--- config.mk ---
export PLATFORM = sky130hd
export DESIGN_NAME = inst_axi_rd_bridge
export DESIGN_NICKNAME = d
export VERILOG_FILES = /design/src/rtl/ibridge_pkg.sv /design/src/rtl/ibridge_outstanding_ctr.sv /design/src/rtl/inst_axi_rd_bridge.sv
export SDC_FILE = /design/constraint.sdc
export NUM_CORES = 1
export LEC_CHECK = 0
export BUFFER_PORTS_ARGS = -buffer_cell sky130_fd_sc_hd__buf_2
export CAP_MARGIN = 40
export CORE_UTILIZATION = 31
export CTS_CLUSTER_SIZE = 16
export DETAILED_ROUTE_END_ITERATION = 8
export PLACE_DENSITY = 0.77
export SYNTH_ARGS = -nofsm -noshare
export SYNTH_HDL_FRONTEND = slang
export SYNTH_SLANG_ARGS = --single-unit
--- constraint.sdc ---
create_clock -name clk -period 2.1 [get_ports clk]
set_clock_uncertainty 0.15 [all_clocks]
set_input_delay 0.105 -clock clk [delete_from_list [all_inputs] [get_ports clk]]
set_output_delay 0.105 -clock clk [all_outputs]
set_load 0.05 [all_outputs]
--- src/rtl/ibridge_pkg.sv ---
// Shared types and AXI constants for the instruction-fetch AXI read bridge.
package ibridge_pkg;

  typedef enum logic {
    AR_IDLE = 1'b0,
    AR_SEND = 1'b1
  } ar_state_e;

  localparam logic [1:0] AXI_BURST_INCR  = 2'b01;
  localparam logic [1:0] AXI_RESP_OKAY   = 2'b00;
  localparam logic [1:0] AXI_RESP_SLVERR = 2'b10;
  localparam logic [1:0] AXI_RESP_DECERR = 2'b11;

endpackage

--- src/rtl/ibridge_outstanding_ctr.sv ---
// Outstanding-read counter: increments on accept, decrements on returned data,
// with guards so it can neither exceed MAX nor wrap below zero.
module ibridge_outstanding_ctr #(
  parameter int MAX = 2,
  localparam int W  = $clog2(MAX + 1)
) (
  input  logic clk,
  input  logic reset,
  input  logic inc,
  input  logic dec,
  output logic full,
  output logic nonzero
);

  logic [W-1:0] cnt;
  logic         inc_ok;
  logic         dec_ok;

  assign full    = (cnt == W'(MAX));
  assign nonzero = (cnt != '0);
  assign inc_ok  = inc & ~full;
  assign dec_ok  = dec & nonzero;

  always_ff @(posedge clk) begin
    if (reset) begin
      cnt <= '0;
    end else if (inc_ok && !dec_ok) begin
      cnt <= cnt + 1'b1;
    end else if (dec_ok && !inc_ok) begin
      cnt <= cnt - 1'b1;
    end
  end

endmodule

--- src/rtl/inst_axi_rd_bridge.sv ---
// Fetch-side SRAM-like request/response to AXI4 read master, in-order, single ARID.
// Optional sticky read-error flag enabled by macro IBRIDGE_RESP_ERR_EN.
//
// state   | meaning
// AR_IDLE | no address pending; may accept a fetch request
// AR_SEND | araddr/arsize latched, arvalid high until arready
module inst_axi_rd_bridge
  import ibridge_pkg::*;
#(
  parameter int         MAX_OUTSTANDING = 2,
  parameter logic [3:0] AXI_ID          = 4'd0
) (
  input  logic        clk,
  input  logic        reset,
  input  logic        inst_sram_req,
  input  logic        inst_sram_wr,
  input  logic [1:0]  inst_sram_size,
  input  logic [3:0]  inst_sram_wstrb,
  input  logic [31:0] inst_sram_addr,
  input  logic [31:0] inst_sram_wdata,
  output logic        inst_sram_addr_ok,
  output logic        inst_sram_data_ok,
  output logic [31:0] inst_sram_rdata,
  output logic [3:0]  arid,
  output logic [31:0] araddr,
  output logic [7:0]  arlen,
  output logic [2:0]  arsize,
  output logic [1:0]  arburst,
  output logic [1:0]  arlock,
  output logic [3:0]  arcache,
  output logic [2:0]  arprot,
  output logic        arvalid,
  input  logic        arready,
  input  logic [3:0]  rid,
  input  logic [31:0] rdata,
  input  logic [1:0]  rresp,
  input  logic        rlast,
  input  logic        rvalid,
  output logic        rready,
  output logic        bus_err
);

  ar_state_e state, state_nxt;
  logic      full;
  logic      nonzero;
  logic      accept;

  assign arid    = AXI_ID;
  assign arlen   = 8'd0;
  assign arburst = AXI_BURST_INCR;
  assign arlock  = 2'b00;
  assign arcache = 4'b0000;
  assign arprot  = 3'b000;

  assign inst_sram_addr_ok = ~reset & (state == AR_IDLE) & inst_sram_req & ~inst_sram_wr & ~full;
  assign accept            = inst_sram_req & inst_sram_addr_ok;
  assign arvalid           = (state == AR_SEND);

  // rready gated by nonzero keeps the counter from underflowing on stray beats
  assign rready            = ~reset & nonzero;
  assign inst_sram_data_ok = rvalid & rready;
  assign inst_sram_rdata   = rdata;

  always_ff @(posedge clk) begin
    if (reset) begin
      state <= AR_IDLE;
    end else begin
      state <= state_nxt;
    end
  end

  always_comb begin
    state_nxt = state;
    case (state)
      AR_IDLE: if (accept) state_nxt = AR_SEND;
      AR_SEND: if (arready) state_nxt = AR_IDLE;
      default: state_nxt = AR_IDLE;
    endcase
  end

  always_ff @(posedge clk) begin
    if (reset) begin
      araddr <= 32'd0;
      arsize <= 3'd0;
    end else if (accept) begin
      araddr <= inst_sram_addr;
      arsize <= {1'b0, inst_sram_size};
    end
  end

  ibridge_outstanding_ctr #(
    .MAX(MAX_OUTSTANDING)
  ) u_ctr (
    .clk    (clk),
    .reset  (reset),
    .inc    (accept),
    .dec    (inst_sram_data_ok),
    .full   (full),
    .nonzero(nonzero)
  );

`ifdef IBRIDGE_RESP_ERR_EN
  always_ff @(posedge clk) begin
    if (reset) begin
      bus_err <= 1'b0;
    end else if (inst_sram_data_ok &&
                 (rresp == AXI_RESP_SLVERR || rresp == AXI_RESP_DECERR)) begin
      bus_err <= 1'b1;
    end
  end

  logic unused_in;
  assign unused_in = ^{inst_sram_wstrb, inst_sram_wdata, rid, rlast};
`else
  assign bus_err = 1'b0;

  // Inputs kept on the port list for a fixed interface but not consumed here
  logic unused_in;
  assign unused_in = ^{inst_sram_wstrb, inst_sram_wdata, rid, rlast, rresp};
`endif

endmodule

After elaboration in Yosys (flattened, before gate mapping)
Index checks and enable logic that the tools add are counted.
Word-level totals
  RAM bits: 0
  memory bits (read-only): 0
  bits in latches: 0
  output and inout bits: 95
  bits in registers: 37
  bits of input ports: 115
  memories: 0
  word-level logic and storage cells: 31
Cells by class
  muxes and demuxes: 5
  shift operators: 0
  $mul: 0
  div/mod/pow operators: 0
  reductions and logical operators: 6
  $add $sub $neg: 2
  bitwise logic cells: 13
  eq/ne operators: 1
  order comparisons: 0
Operators with widths (count)
  AND 1 bit: 9
  2-to-1 mux 2 bit: 2
  NOT 1 bit: 4
  nonzero test 2 bit: 2
  adder 2 x 1 -> 2 bit, second input constant: 1
  == test 2 bit, second input constant: 1
  logical AND 1 bit: 2
  logical NOT 1 bit: 2
  2-to-1 mux 1 bit: 2
  one-hot mux 1 bit (2 select lines): 1
  subtractor 2 x 1 -> 2 bit, second input constant: 1

Depth between registers and ports, before layout
Gate-level depths: netlist of the first run.
  depth in word-level cells: 11
  gate-level depth with buffers: 8
  depth with buffers taken out: 7

Hierarchy
A second synthesis of the first run with hierarchy kept.
Unflattened totals
  cells, all modules: 228
  area, all modules: 2183.3 um2
By module, submodules not included
  inst_axi_rd_bridge: area each 2068.2 um2, cells an instance 215, seq. area each 700.7 um2, times used 1
  ibridge_outstanding_ctr: area each 115.1 um2, cells an instance 13, seq. area each 40.0 um2, times used 1

Worst setup path before layout of the first run
No wires, ideal clock.
  kind: reg2reg
  start point: register state (netlist: arvalid)
  end point: register u_ctr.cnt[1]
  slack: -0.240 ns
  buffers on the path: 2
  stages on the path, launching flop included: 8
  setup time: 0.070 ns
  data required time: 1.880 ns
  period minus slack after synthesis: 2.340 ns
  arrival time: 2.119 ns
  cells stage by stage: dfxtp_1 -> or4b_1 -> buf_2 -> buf_6 -> nor2_1 -> ha_1 -> or3_1 -> a21oi_1
Between the ends
  longest elaborated chain between the ends: 10
  elaborated cells on any way between the ends: 12
  classes of those cells: mux: 1; bitwise: 7; reduce/logical: 4
RTL lines
  from (decl): line inst_axi_rd_bridge.sv:43  | ar_state_e state, state_nxt;
  from (signal assigned): line inst_axi_rd_bridge.sv:68  | state <= state_nxt;
  NOT 1 bit (*)
  AND 1 bit (*) (4 in series): line inst_axi_rd_bridge.sv:55  | assign inst_sram_addr_ok = ~reset & (state == AR_IDLE) & inst_sram_req & ~inst_sram_wr & ~full;
  AND 1 bit (*): line inst_axi_rd_bridge.sv:56  | assign accept = inst_sram_req & inst_sram_addr_ok;
  AND 1 bit (*): line ibridge_outstanding_ctr.sv:21  | assign inc_ok = inc & ~full;
  logical NOT 1 bit: line ibridge_outstanding_ctr.sv:29  | end else if (dec_ok && !inc_ok) begin
  logical AND 1 bit: line ibridge_outstanding_ctr.sv:29
  nonzero test 2 bit (no source line)
  to (signal assigned): line ibridge_outstanding_ctr.sv:28  | cnt <= cnt + 1'b1;
  to (signal assigned): line ibridge_outstanding_ctr.sv:30  | cnt <= cnt - 1'b1;
  to (decl): line ibridge_outstanding_ctr.sv:15  | logic [W-1:0] cnt;
Every way passes the cells marked *; elsewhere a longest branch is shown, timed or not.
A chain may end at the register's enable or synchronous reset.

Worst setup path in the final report of the first run
  start point: register state (netlist: arvalid)
  end point: output inst_sram_addr_ok
Between the ends
  longest elaborated chain between the ends: 5
RTL lines
  NOT 1 bit
  AND 1 bit (4 in series): line inst_axi_rd_bridge.sv:55
  to (decl): line inst_axi_rd_bridge.sv:21  | output logic inst_sram_addr_ok,
Every way passes these cells.

==> run_results.csv, run 1 <==
group,metric,value,unit
power,p_seq_frac,0.418,
routing,drt-wirelength-per-cell,13.15,um
final_layout,drive_gt1_frac,0.3141,
final_layout,fin_nets,427,
routing,drc_errors,0,
sta,period_share,0.9785,
final_layout,area_growth,29.67,%
placement,place_ws,0.1042,ns
routing,drt_pass1_iterations,4,
routing,wl_met3,467,um
final_layout,antenna_cells,0,
setup_path,worst_setup_path_start_kind,"register",
global_route,grt_pass1_wl,7.403,mm
routing,topRoutingLayerUsed,"met4",
yosys,synth_top_cell_area_share,0.3852,
routing,via_count,1787,
yosys,ys_seq_area_frac,0.3852,
yosys,ys_ff_latch,37,
routing,ant_nets,0,
floorplanning,rows,28,
power,power_density,718.3,nW/um2
power,p_int,1171,uW
placement,place_area,2029,um2
placement,io_buffers,77,
global_route,antenna_found_initial,0,
floorplanning,die_h,80.76,um
sta,rsz0062_at_grt,"true",
clock_network,cts_tree,"yes",
global_route,grtUsageTotal,0.1507,
power,swShare,0.3461,
power,vdd.ir_drop.worst,0.2948,mV
clock_network,cts_root_buf,"clkbuf_8",
setup_path,critPathCaptureType,"output pin",
clock_network,cts_buffer_depth,2,
clock_network,clkTransAtPathRegs,0.08,ns
floorplanning,die_w,80.76,um
power,p_clk_frac,0.316,
placement,dp_hpwl,3.105,mm
routing,first_iter_violations,81,
floorplanning,die-area,6522,um2
clock_network,htreeDepth,2,
global_route,grt_start_max_net_pins,36,
routing,met2WireLength,2.473,mm
sta,final_max_slew_viol_count,0,
yosys,synth_area_leaders,"dfxtp_1, buf_4, a21oi_1, nand3_1, o21ai_1",
floorplanning,start_util,0.3229,
final_layout,fillers,619,
floorplanning,num_io_pins,210,
global_route,grt_pass1_vias,1540,
sta,fin_hold_ws,0.06002,ns
final_layout,multi_input_area,748.2,um2
run_status,status,"completed",
sta,period_needed,2.055,ns
sta,setup_viol,0,
flow_run,maxCapViolCount,0,
sta,worst_slack,0.04514,ns
yosys,synth_cell_types,20,
yosys,yosysTopAreaCell,"dfxtp_1",
clock_network,clk_latency,0.29,ns
yosys,syn_inst,237,
setup_path,crit_arrival,1.80,ns
setup_path,cp_max_fo,35,
routing,post_drt_via_cell_ratio,4.618,
power,p_sw,620.0,uW
worst_hold_path,hp-class,"primary input to output pin",
clock_network,cts_setup_buffers,0,
placement,routabilityCongestion,0.7131,
clock_network,cts.sinks,37,
yosys,syn_avg_cell_area,8.114,um2
global_route,grt_overflow,0,
power,pwr-share-comb,0.266,
clock_network,cts_buffers,5,
routing,wl_met1,2.041,mm
sta,hold_violations,0,
power,p_leak,0.001121,uW
setup_path,cp_data_required_time,1.85,ns
floorplanning,fp.coreArea,5956,um2
final_layout,stdcell_area,2494,um2
sta,fmax,0.4867,GHz
routing,wl,5.089,mm
setup_path,worst-setup-path-type,"register to output pin",
yosys,ys_warn_count,0,
final_layout,regArea,744.5,um2
yosys,netlist_area,1923,um2
-- final cells by class --
| cell class | count | area share |
|---|---|---|
| clock buffer | 7 | 0.03864 |
| clock inverter | 1 | 0.003512 |
| multi-input combinational | 147 | 0.3001 |
| sequential | 37 | 0.2985 |
| tap | 75 | 0.03763 |
| timing repair buffer | 120 | 0.3216 |
-- layer usage --
layer,vias to the layer above,global-route usage
met2,97,0.2627
met5,-,0
li1,870,-
met3,12,0.03933
met1,808,0.1750
met4,0,0.06071
-- cell usage after synthesis, drive strengths merged --
master and n:
a21oi 36, and2 1, buf 65, clkbuf 11, conb 2, dfxtp 37
ha 1, nand2 1, nand2b 1, nand3 34, nor2 6, nor2b 2
nor4b 1, o21ai 35, or3 1, or4b 1, xor2 2
-- repair_timing --
| action | CTS | global route |
|---|---|---|
| gates resized for setup | 1 | 2 |
| hold endpoints to repair | 35 | 0 |
| setup endpoints to repair | 1 | 2 |
| hold buffers | 35 | 0 |
-- stage by stage --
step	utilization	setup TNS, ns	power (uW)	std cells
2_1_floorplan	-	-0.08643	1288	260
3_3_place_gp	0.3408	0	1184	344
3_5_place_dp	0.3408	0	1189	344
4_1_cts	0.4176	0	1815	387
5_1_grt	0.4187	-0.02529	1887	387
6_report	0.4187	0	1791	387
-- power groups by stage --
stage	clock network (uW)	registers, uW	logic (uW)
global route	625	753	510
global placement	0	763	420
finish	567	748	476
detailed placement	0	765	424
CTS	592	748	475
floorplan	0	849	439
-- kinds of logic (layout without fill, tap and decap cells) --
kind of cell               Yosys count  in the layout  share of synthesized area
AOI/OAI and AO/OA                   71             71                     0.1848
and+or+nand+nor                     48             48                     0.1360
buffers and inverters               76            128                     0.2746
xor gates and xnor gates             2              2                   0.009110
adders and majority gates            1              1                   0.006505
other                                2             25                   0.003905
DFF                                 37             37                     0.3852
-- sequential cells by signal, indices dropped and copies added, names as in the netlist --
signal,count
araddr,32
u_ctr.cnt,2
arvalid,1
arsize,2
-- final timing paths --
check	from	end	slack (ns)	depth (start not counted)
worst max-delay path	arvalid$_SDFF_PP0_	inst_sram_addr_ok	0.05	4
worst min-delay path	rdata[22]	inst_sram_rdata[22]	0.06	0
worst max register to register	arvalid$_SDFF_PP0_	u_ctr.cnt[1]$_SDFFE_PP0P_	0.09	5
worst min register to register	araddr[1]$_SDFFE_PP0P_	araddr[1]$_SDFFE_PP0P_	0.32	2
-- critical path, cell delays in order, from the launching register on --
cell and delay (ns):
dfxtp_4 0.37, or4b_1 0.53, buf_6 0.24, nor2_1 0.15, buf_4 0.22
-- cells in the final DEF, fill, tap and decap left out --
cell | netlist | final
conb_1 | 2 | 25
nor4b_4 | 1 | 1
clkbuf_8 | 0 | 7
dlygate4sd3_1 | 0 | 35
or4b_1 | 1 | 1
or3_1 | 1 | 1
dfxtp_4 | 0 | 1
o21ai_0 | 7 | 7
nor2b_2 | 0 | 1
xor2_1 | 2 | 2
buf_6 | 3 | 1
nand2b_1 | 1 | 1
buf_4 | 57 | 8
dfxtp_1 | 37 | 36
o21ai_1 | 28 | 28
and2_1 | 1 | 1
inv_6 | 0 | 1
nor2b_1 | 2 | 1
a21oi_1 | 36 | 36
buf_2 | 5 | 76
nor2_1 | 6 | 4
nand2_1 | 1 | 1
ha_1 | 1 | 1
nor2_2 | 0 | 2
nand3_1 | 34 | 34
No activity file was read; power rests on OpenSTA's default activity.
==> run 2, diff against run 1 <==
- RECOVER_POWER: default -> 100
==> run_results.csv, run 2 (synthesis results as in run 1) <==
group,metric,value,unit
run_status,status,"completed",
routing,first_iter_violations,80,
setup_path,cp_max_fo,35,
routing,wl_met3,411,um
setup_path,crit_arrival,1.79,ns
floorplanning,start_util,0.3229,
floorplanning,die-area,6522,um2
power,power,1782,uW
sta,worst_slack,0.05829,ns
routing,drt_pass1_iterations,4,
global_route,grt_pass1_vias,1540,
sta,final_max_slew_viol_count,0,
final_layout,area_growth,27.20,%
sta,period_share,0.9722,
setup_path,r2r_start,"arvalid$_SDFF_PP0_",
power,p_clk_frac,0.317,
sta,finalSetupTns,0,ns
routing,topRoutingLayerUsed,"met4",
floorplanning,num_io_pins,210,
placement,routabilityCongestion,0.7131,
setup_path,cp_num_buf_inv,2,
floorplanning,die_h,80.76,um
clock_network,cts.sinks,37,
placement,dp_hpwl,3.105,mm
clock_network,cts_buffers,5,
sta,fmax,0.4898,GHz
global_route,grt_start_max_net_pins,36,
routing,ant_nets,0,
clock_network,cts_root_buf,"clkbuf_8",
final_layout,layout_common_cells,"buf_2, a21oi_1, dfxtp_1, clkbuf_1, dlygate4sd3_1",
power,power_density,728.6,nW/um2
setup_path,worst_setup_path_start_kind,"register",
routing,post_drt_via_cell_ratio,4.550,
placement,io_buffers,77,
final_layout,stdcell_area,2446,um2
power,pwr-share-comb,0.262,
floorplanning,die_w,80.76,um
flow_run,maxCapViolCount,0,
routing,via_count,1761,
sta,hold_violations,0,
global_route,antenna_found_initial,0,
final_layout,antenna_cells,0,
power,p_int,1163,uW
sta,worst_pin_slew,0.6274,ns
setup_path,cp_data_required_time,1.85,ns
clock_network,htreeDepth,2,
final_layout,fin_nets,427,
routing,drc_errors,0,
worst_hold_path,worstHoldStart,"rdata[15]",
final_layout,largest_register_ffs,32,
routing,drt-wirelength-per-cell,13.12,um
clock_network,clk_latency,0.29,ns
floorplanning,rows,28,
global_route,grt_pass1_wl,7.403,mm
final_layout,regMostFlops,"araddr",
sta,relSlewSlack,0.5835,
final_layout,fillers,637,
worst_hold_path,hp-class,"primary input to output pin",
setup_path,worst-setup-path-type,"register to output pin",
power,vdd.ir_drop.worst,0.2947,mV
placement,place_area,2029,um2
global_route,grt_overflow,0,
setup_path,cp_top_family,"simple AND/OR/NAND/NOR gates",
sta,rsz0062_at_grt,"true",
routing,wl,5.078,mm
power,p_sw,619.4,uW
final_layout,final_common_cell,"buf_2",
clock_network,cts_buffer_depth,2,
floorplanning,fp.coreArea,5956,um2
power,swShare,0.3475,
setup_path,critPathSlowestCell,"or4b_1",
sta,period_needed,2.042,ns
placement,place_ws,0.1042,ns
routing,wl_met1,2.076,mm
global_route,grtUsageTotal,0.1507,
setup_path,cp-startpoint,"arvalid$_SDFF_PP0_",
clock_network,cts_tree,"yes",
final_layout,drive_gt1_frac,0.1987,
power,p_seq_frac,0.421,
routing,met2WireLength,2.487,mm
final_layout,largestRegisters,"araddr: 32 flops, arsize: 2 flops, u_ctr.cnt: 2 flops",
setup_path,cp_cell_sequence,"or4b_1 > buf_6 > nor2_1 > buf_4",
power,p_leak,0.0009669,uW
clock_network,clkTransAtPathRegs,0.08,ns
setup_path,critPathMaxStageDelay,0.53,ns
setup_path,critPathCaptureType,"output pin",
sta,setup_viol,0,
==> run 2: metal layers <==
metal  global-route usage  vias up
li1                     -      872
met5                    0        -
met2               0.2627       77
met4              0.06071        0
met3              0.03933       11
met1               0.1750      801
==> run 2: final cells by class <==
cell class | count | area (um2) | share of cell area
clock buffers | 7 | 96.34 | 0.03939
clock inverters | 1 | 8.758 | 0.003581
flip-flops and latches | 37 | 744.5 | 0.3043
repair buffers | 120 | 754.5 | 0.3084
well taps | 75 | 93.84 | 0.03836
multi-input cells | 147 | 748.2 | 0.3059
==> run 2: final timing paths <==
| kind | end | slack [ns] | depth (start not counted) |
|---|---|---|---|
| max | inst_sram_addr_ok | 0.06 | 4 |
| min reg2reg | araddr[1]$_SDFFE_PP0P_ | 0.33 | 2 |
| min | inst_sram_rdata[15] | 0.06 | 0 |
| max reg2reg | u_ctr.cnt[1]$_SDFFE_PP0P_ | 0.09 | 5 |
==> run 2: power groups by stage <==
stage / registers, uW / logic, uW / clock network, uW
after detailed placement: 765 / 424 / 0
final: 750 / 468 / 565
after floorplan: 849 / 439 / 0
after global routing: 754 / 501 / 625
after global placement: 763 / 420 / 0
after CTS: 748 / 475 / 592
==> run 2: metrics by stage <==
step	std cells	utilization	hold WS, ns
final	387	0.4107	0.06002
after global routing	387	0.4107	0.06007
after CTS	387	0.4176	0.05530
after detailed placement	344	0.3408	0.06034
after global placement	344	0.3408	0.06034
after floorplan	260	-	0.1027
==> run 2: repair_timing <==
item | CTS | global route
endpoints found under the hold margin | 35 | 0
pin swaps | 0 | 0
gates resized for setup | 1 | 2
hold buffers | 35 | 0
setup buffers | 0 | 0
setup endpoints to repair | 1 | 2
==> run 3, diff against run 2 <==
- CORE_AREA: default -> 2 2 82 84
- CORE_UTILIZATION: 31 -> default
- DIE_AREA: default -> 0 0 84 86
- PLACE_DENSITY: 0.77 -> 0.73
- clock period: 2.1 -> 2.3 ns (I/O delays scaled with it)
==> run_results.csv, run 3 (synthesis results as in run 1) <==
group,metric,value,unit
run_status,status,"completed",
clock_network,clkTransAtPathRegs,0.07,ns
routing,via_count,1763,
final_layout,final_common_cell,"buf_2",
final_layout,regMostFlops,"araddr",
clock_network,cts_tree,"yes",
worst_hold_path,hp-class,"primary input to output pin",
sta,worst_pin_slew,0.6695,ns
power,power_density,640.5,nW/um2
setup_path,cp_data_required_time,2.04,ns
sta,hold_violations,0,
placement,io_buffers,77,
placement,place_area,2027,um2
power,p_leak,0.0009508,uW
sta,setup_viol,0,
final_layout,largest_register_ffs,32,
setup_path,critPathCaptureType,"output pin",
global_route,grtUsageTotal,0.1354,
routing,post_drt_via_cell_ratio,4.532,
sta,rsz0062_at_grt,"false",
setup_path,cp-startpoint,"arvalid$_SDFF_PP0_",
clock_network,htreeDepth,2,
power,power,1543,uW
routing,drt-wirelength-per-cell,13.31,um
final_layout,antenna_cells,0,
sta,finalSetupTns,0,ns
clock_network,cts_setup_buffers,0,
placement,dp_hpwl,3.316,mm
final_layout,drive_gt1_frac,0.1827,
floorplanning,start_util,0.3064,
global_route,grt_start_max_net_pins,36,
final_layout,layout_common_cells,"buf_2, clkbuf_1, dfxtp_1",
setup_path,worst_setup_path_start_kind,"register",
global_route,grt_pass1_vias,1636,
global_route,grt_pass1_wl,7.707,mm
floorplanning,fp.coreArea,6277,um2
sta,period_share,0.9186,
floorplanning,die-area,7224,um2
final_layout,largestRegisters,"araddr: 32 flops, arsize: 2 flops, u_ctr.cnt: 2 flops",
setup_path,r2r_start,"arvalid$_SDFF_PP0_",
sta,period_needed,2.113,ns
clock_network,cts.sinks,37,
power,vdd.ir_drop.worst,0.2668,mV
final_layout,stdcell_area,2410,um2
clock_network,clk_latency,0.28,ns
routing,first_iter_violations,26,
setup_path,worst-setup-path-type,"register to output pin",
routing,ant_nets,0,
setup_path,crit_arrival,1.85,ns
worst_hold_path,worstHoldStart,"rdata[1]",
final_layout,fin_nets,427,
sta,final_max_slew_viol_count,0,
clock_network,cts_buffer_depth,2,
setup_path,cp_max_fo,35,
sta,relSlewSlack,0.5556,
floorplanning,die_h,86,um
clock_network,cts_resized,0,
routing,drc_errors,0,
floorplanning,die_w,84,um
floorplanning,rows,29,
placement,routabilityCongestion,0.7464,
final_layout,fillers,691,
final_layout,area_growth,25.31,%
clock_network,cts_buffers,5,
clock_network,cts_root_buf,"clkbuf_8",
global_route,grt_overflow,0,
global_route,antenna_found_initial,0,
sta,fin_hold_ws,0.08002,ns
flow_run,maxCapViolCount,0,
routing,drt_pass1_iterations,4,
clock_network,cts-hold-fix-buffers,35,
sta,fmax,0.4733,GHz
floorplanning,num_io_pins,210,
routing,wl,5.179,mm
run 3: path summary, 6_finish.rpt:
kind              cells past startpoint  slack [ns]                   endpoint
setup / recovery                      4        0.19          inst_sram_addr_ok
hold / removal                        0        0.08         inst_sram_rdata[1]
setup reg to reg                      5        0.30  u_ctr.cnt[1]$_SDFFE_PP0P_
hold reg to reg                       2        0.32    araddr[23]$_SDFFE_PP0P_
run 3: power breakdown:
part | leakage [uW] | internal (uW) | switching, uW
Clock | 0.0000450 | 210 | 226
Combinational | 0.000605 | 115 | 308
Sequential | 0.000300 | 668 | 17.4
run 3: area by class of cell:
class / instances / area, um2 / share of cell area
timing repair buffer: 120 / 747.0 / 0.3100
clock buffer: 6 / 72.57 / 0.03011
sequential: 37 / 740.7 / 0.3074
clock inverter: 2 / 10.01 / 0.004154
tap: 77 / 96.34 / 0.03998
multi-input combinational: 147 / 743.2 / 0.3084
run 3: per-stage QoR:
| stage | cells | worst slack (ns) | utilization |
|---|---|---|---|
| detailed placement | 346 | 0.3722 | 0.3229 |
| CTS | 389 | 0.2115 | 0.3919 |
| finish | 389 | 0.1872 | 0.3839 |
| floorplan | 260 | 0.02149 | - |
| global route | 389 | 0.1016 | 0.3839 |
| global placement | 346 | 0.3855 | 0.3229 |
run 3: metal layers:
layer,global-route usage,part of all wire,wire (um)
met1,0.1387,0.39,1994
met3,0.04331,0.084,434
met2,0.2502,0.51,2648
met4,0.06452,0.019,100
met5,0,0,0
run 3: critical path, stage by stage, from the launching register on:
cell	delay, ns
dfxtp_1	0.36
or4b_1	0.51
buf_4	0.28
nor2_1	0.14
clkbuf_2	0.28
